`src/rtl/timer_bcd_core.sv`:
```
// MM:SS stopwatch core: prescaled one-second tick, BCD cascade, IDLE/RUN/PAUSE FSM.
// Optional display hold (lap) is compiled in with macro TIMER_LAP_EN.
module timer_bcd_core #(
    parameter int TICK_DIV = 100_000_000
) (
    input  logic        clk,
    input  logic        rst,
    input  logic        start_stop,
    input  logic        clear,
    input  logic        lap,
    output logic [15:0] data,
    output logic        running,
    output logic        wrap,
    output logic        lap_active
);

    typedef enum logic [1:0] {
        ST_IDLE  = 2'd0,
        ST_RUN   = 2'd1,
        ST_PAUSE = 2'd2
    } state_t;

    localparam logic [26:0] PRESC_MAX = 27'(TICK_DIV - 1);

    state_t      state_r;
    state_t      state_next_s;
    logic [26:0] presc_r;
    logic [26:0] presc_next_s;
    logic [15:0] cnt_r;
    logic [15:0] cnt_next_s;
    logic [15:0] data_r;
    logic [15:0] data_next_s;
    logic        running_r;
    logic        wrap_r;
    logic        wrap_next_s;
    logic        tick_s;

    // Out-of-range digits are treated as carry so the counter self-corrects.
    function automatic logic [15:0] bcd_inc(input logic [15:0] d);
        logic [15:0] r;
        r = d;
        if (d[3:0] < 4'd9) begin
            r[3:0] = d[3:0] + 4'd1;
        end else begin
            r[3:0] = 4'd0;
            if (d[7:4] < 4'd5) begin
                r[7:4] = d[7:4] + 4'd1;
            end else begin
                r[7:4] = 4'd0;
                if (d[11:8] < 4'd9) begin
                    r[11:8] = d[11:8] + 4'd1;
                end else begin
                    r[11:8] = 4'd0;
                    if (d[15:12] < 4'd5) begin
                        r[15:12] = d[15:12] + 4'd1;
                    end else begin
                        r[15:12] = 4'd0;
                    end
                end
            end
        end
        return r;
    endfunction

    // Next-state, prescaler and digit logic; clear dominates start_stop.
    always_comb begin
        state_next_s = state_r;
        tick_s       = (state_r == ST_RUN) && (presc_r == PRESC_MAX);
        case (state_r)
            ST_IDLE:  if (start_stop) state_next_s = ST_RUN;   else state_next_s = ST_IDLE;
            ST_RUN:   if (start_stop) state_next_s = ST_PAUSE; else state_next_s = ST_RUN;
            ST_PAUSE: if (start_stop) state_next_s = ST_RUN;   else state_next_s = ST_PAUSE;
            default:  state_next_s = ST_IDLE;
        endcase
        if (clear) begin
            state_next_s = ST_IDLE;
            presc_next_s = 27'd0;
            cnt_next_s   = 16'h0000;
            wrap_next_s  = 1'b0;
        end else begin
            if (state_r == ST_RUN) begin
                presc_next_s = tick_s ? 27'd0 : presc_r + 27'd1;
            end else begin
                presc_next_s = presc_r;
            end
            cnt_next_s  = tick_s ? bcd_inc(cnt_r) : cnt_r;
            wrap_next_s = tick_s && (cnt_r == 16'h5959);
        end
    end

`ifdef TIMER_LAP_EN
    logic hold_r;
    logic hold_next_s;

    // Lap toggles the hold outside IDLE; the edge that sets it captures the fresh digits.
    always_comb begin
        hold_next_s = hold_r;
        if (clear) begin
            hold_next_s = 1'b0;
        end else if (lap && (state_r != ST_IDLE)) begin
            hold_next_s = ~hold_r;
        end else begin
            hold_next_s = hold_r;
        end
        data_next_s = (hold_r && hold_next_s) ? data_r : cnt_next_s;
    end

    // Hold flag register.
    always_ff @(posedge clk) begin
        if (rst) begin
            hold_r <= 1'b0;
        end else begin
            hold_r <= hold_next_s;
        end
    end

    assign lap_active = hold_r;
`else
    logic unused_lap_s;
    assign unused_lap_s = lap;
    assign data_next_s  = cnt_next_s;
    assign lap_active   = 1'b0;
`endif

    // State, prescaler, digits and registered outputs.
    always_ff @(posedge clk) begin
        if (rst) begin
            state_r   <= ST_IDLE;
            presc_r   <= 27'd0;
            cnt_r     <= 16'h0000;
            data_r    <= 16'h0000;
            running_r <= 1'b0;
            wrap_r    <= 1'b0;
        end else begin
            state_r   <= state_next_s;
            presc_r   <= presc_next_s;
            cnt_r     <= cnt_next_s;
            data_r    <= data_next_s;
            running_r <= (state_next_s == ST_RUN);
            wrap_r    <= wrap_next_s;
        end
    end

    assign data    = data_r;
    assign running = running_r;
    assign wrap    = wrap_r;

endmodule

```
`config.mk`:
```
export PLATFORM = sky130hd
export DESIGN_NAME = timer_bcd_core
export DESIGN_NICKNAME = d
export VERILOG_FILES = /design/src/rtl/timer_bcd_core.sv
export SDC_FILE = /design/constraint.sdc
export NUM_CORES = 1
export LEC_CHECK = 0
export ABC_AREA = 1
export ABC_CLOCK_PERIOD_IN_PS = 1800
export CAP_MARGIN = 20
export CORE_MARGIN = 4
export CORE_UTILIZATION = 25
export DETAILED_ROUTE_END_ITERATION = 10
export PLACE_DENSITY_LB_ADDON = 0.05
export SYNTH_ARGS = -nofsm -noshare
export SYNTH_HDL_FRONTEND = slang
export SYNTH_SLANG_ARGS = --single-unit
export TNS_END_PERCENT = 5
```
`constraint.sdc`:
```
create_clock -name clk -period 1.8 [get_ports clk]
set_input_delay 0.18 -clock clk [delete_from_list [all_inputs] [get_ports clk]]
set_output_delay 0.18 -clock clk [all_outputs]
set_load 0.02 [all_outputs]
```
==> results by group <==
Yosys
  – Async S/R FF share, synth: 0%
  – Seq/Total Area, Yosys: about a third
  – Largest family of logic cells by synthesized area: simple AND/OR/NAND/NOR gates
  – Synthesized net count: approximately 420
  – XOR/XNOR share of the synthesized area: 2.556%
  – Post-Synthesis Cell Area: about 2700 um^2
  – Synth area leader: dfxtp_1
  – Synth top cells by count: 85 x nand2_1, 78 x nor2_1, 55 x inv_1, 47 x dfxtp_1, 24 x nand3_1
  – Synth top area cells: dfxtp_1 34%, nand2_1 12%, nor2_1 11%
  – Most frequent cell after synthesis: nand2_1
  – Synth warn: 0
  – Compound-Gate Fraction of Synth Area: under 10%
  – Register bit total from synthesis: 47
  – Mux contribution to synthesized area: 0%
  – Synth Area in Adders: about 6%
  – Yosys cell types: 36
  – Post-synthesis cell count: 404
  – Syn Area/Cell: ~6.8 um^2
  – Simple-Gate Fraction of Synth Area: 41.40%
  – Ys flop type: dfxtp_1
  – Synth top area share: between 30% and 40%
  – Number of synthesized flops with an enable pin: 0

Timing
  – Final Max Slew Viols: 0
  – Tmin final: 1.630 ns
  – Final Setup Violations: 0
  – FMAX: just over 600 MHz
  – Fin. Hold Viols: 0
  – Unrepaired setup endpoints after global routing: true
  – Final worst path period share: 90.57%
  – Skew final: 0.006085 ns

Place
  – Post-DP Area: around 3200 um^2
  – Buffers on Ports: 21
  – HPWL after detailed placement: 5390 um
  – Global placer's final weighted congestion: between 0.7 and 0.8

Floorplan
  – Die X: approximately 110 um
  – Starting Density: 26.09%
  – Die height: around 110 um
  – Die ar.: 12700 um^2
  – Rows: 37
  – Ports: 24
  – Core Area: roughly 11000 um^2

Cells and area
  – Final core occ: 31.92%
  – Non-Filler Cell Area, Final: about 3400 um^2
  – Share of layout cells above drive strength 1: 13.62%
  – Synthesis-to-finish area growth: 22.36%
  – Ant diodes: 0
  – Fin nets: roughly 470

Global route
  – Antenna violations before repair: 0
  – Largest net degree at the start of global routing: 20
  – Vias in the first global route: 2377
  – Gr ovfl total: 0
  – GRT Total Usage: a little under an eighth
  – First-pass GRT wire length: about 12000 um

Detailed routing
  – Pre-antenna DRT Iters: 4
  – Avg WL per Cell: around 12 um
  – DRC viols: 0
  – Vias post-DR: 2482
  – Vias/cell: 4.250
  – Final WL: a little under 7000 um
  – Initial DRC count: 110
  – DRT antenna net count: 0

Setup path
  – Critical path data arrival time: 1.84 ns
  – Slowest cell on crit path: dfxtp_1
  – CP max FO: 7
  – CP max stage delay: 0.36 ns
  – Crit-path cells: ha_1 > nand2_1 > nor2_2 > nand2_4 > nor2_4 > nand3_4 > nand2_2 > o21ai_0 > nand2_1 > inv_1
  – CP Data Required Time: 2.01 ns
  – Cell mode on critical path: nand2_1
  – Startpoint Class: register
  – Critical Path Sink Type: register
  – Classification of the worst setup path: register to register

Min path
  – HP Class: register to register

Status
  – Status: finished clean

Clock tree
  – Hold_buf cts: 0
  – H-tree depth: 2
  – CTS Buffer Depth: 2
  – CTS Buf Count: 5
  – Root buf cell: clkbuf_8
  – Clock Sinks: 47
  – Clock transition at the registers of the reported paths: 0.09 ns
  – CTS tree: done
  – Skew-Pair Late Insertion Delay: about 0.3 ns

Run
  – Number of max-cap violations: 0

Pwr
  – Pleak: 1.365 nW
  – Final total power: 1.751 mW
  – PwrDens: approximately 520 nW/um^2
  – Worst vdd ir: 0.0002928 V
==> worst max-delay path, delay by kind of cell, from the launching register on <==
family | cells | cell delay [ns]
simple gates | 7 | 0.87
buf+inv | 1 | 0.03
compound gates | 1 | 0.10
flops | 1 | 0.36
fa+ha+maj | 1 | 0.17
==> cell type report <==
type / count / area [um^2]
Timing Repair Buffer: 40 / 365.4
Multi-Input combinational cell: 295 / 1579
Clock buffer: 7 / 76.32
Sequential cell: 47 / 940.9
Tap cell: 136 / 170.2
Clock inverter: 1 / 5.005
Inverter: 58 / 217.7
Fill cell: 1163 / 7154
==> cell usage in the layout, fill, tap and decap left out, types with 2 or more instances in the layout <==
cell and instances:
nand4_1 9, nand2_4 2, inv_2 3, nor2_2 8
nor4_1 3, nand4_2 2, clkbuf_1 2, clkbuf_8 5
buf_4 18, nand2_1 85, xnor2_1 2, or2_2 2
nand2_2 4, o21ai_0 13, nor3b_1 3, xor2_1 6
a21oi_1 13, nor2_1 75, o21ai_2 2, clkdlybuf4s50_1 21
nand3_1 24, nor3_1 9, dfxtp_1 47, inv_1 55
nor2_4 9, ha_1 13
==> power breakdown <==
part	total [mW]	switching, mW	leakage (nW)	internal (mW)
sequential	1.05	0.00333	0.379	1.04
combinational	0.0627	0.0419	0.944	0.0208
clock	0.642	0.368	0.0422	0.274
==> through the flow <==
stage           TNS (ns)  std cells  setup slack [ns]  hold slack, ns
2_1_floorplan          0        404           0.09974          0.2719
3_3_place_gp     -0.1191        575          -0.04732          0.5148
3_5_place_dp     -0.1385        575          -0.06292          0.5100
4_1_cts                0        583           0.02507          0.5198
5_1_grt        -0.005508        584         -0.005508          0.5602
6_report               0        584            0.1697          0.5281
==> worst paths after layout <==
check / from / endpoint / slack (ns) / depth (start not counted)
min reg2reg: data[3]$_SDFFE_PP0N_ / data[3]$_SDFFE_PP0N_ / 0.53 / 2
max reg2reg: presc_r[1]$_SDFFE_PP0N_ / data[6]$_SDFFE_PP0P_ / 0.17 / 10
min: data[3]$_SDFFE_PP0N_ / data[3]$_SDFFE_PP0N_ / 0.53 / 2
max: presc_r[1]$_SDFFE_PP0N_ / data[6]$_SDFFE_PP0P_ / 0.17 / 10
==> routing by layer <==
metal | GRT usage, % | wire length [um]
met1 | 15.89 | 3666
met2 | 18.13 | 2939
met3 | 2.299 | 199
met4 | 2.644 | 69
met5 | 0 | 0
==> kinds of logic after synthesis <==
| logic type | after synthesis |
|---|---|
| buffers and inverters | 62 |
| other | 1 |
| flip-flops | 47 |
| AO/OA/AOI/OAI | 33 |
| AND/OR/NAND/NOR | 240 |
| adder cells (fa/ha/maj) | 13 |
| XOR/XNOR | 8 |
==> registers in the layout (all words and copies together) (netlist names) <==
| register | count |
|---|---|
| data | 16 |
| presc_r | 27 |
| wrap | 1 |
| running | 1 |
| state_r | 2 |
==> what timing repair did <==
item | CTS | global route
gates resized for setup | 1 | 5
hold endpoints to repair | 0 | 0
setup endpoints to repair | 3 | 9
pin swaps | 0 | 1
buffers inserted | 0 | 1
Note: power is estimated with default switching activity, not from simulation.
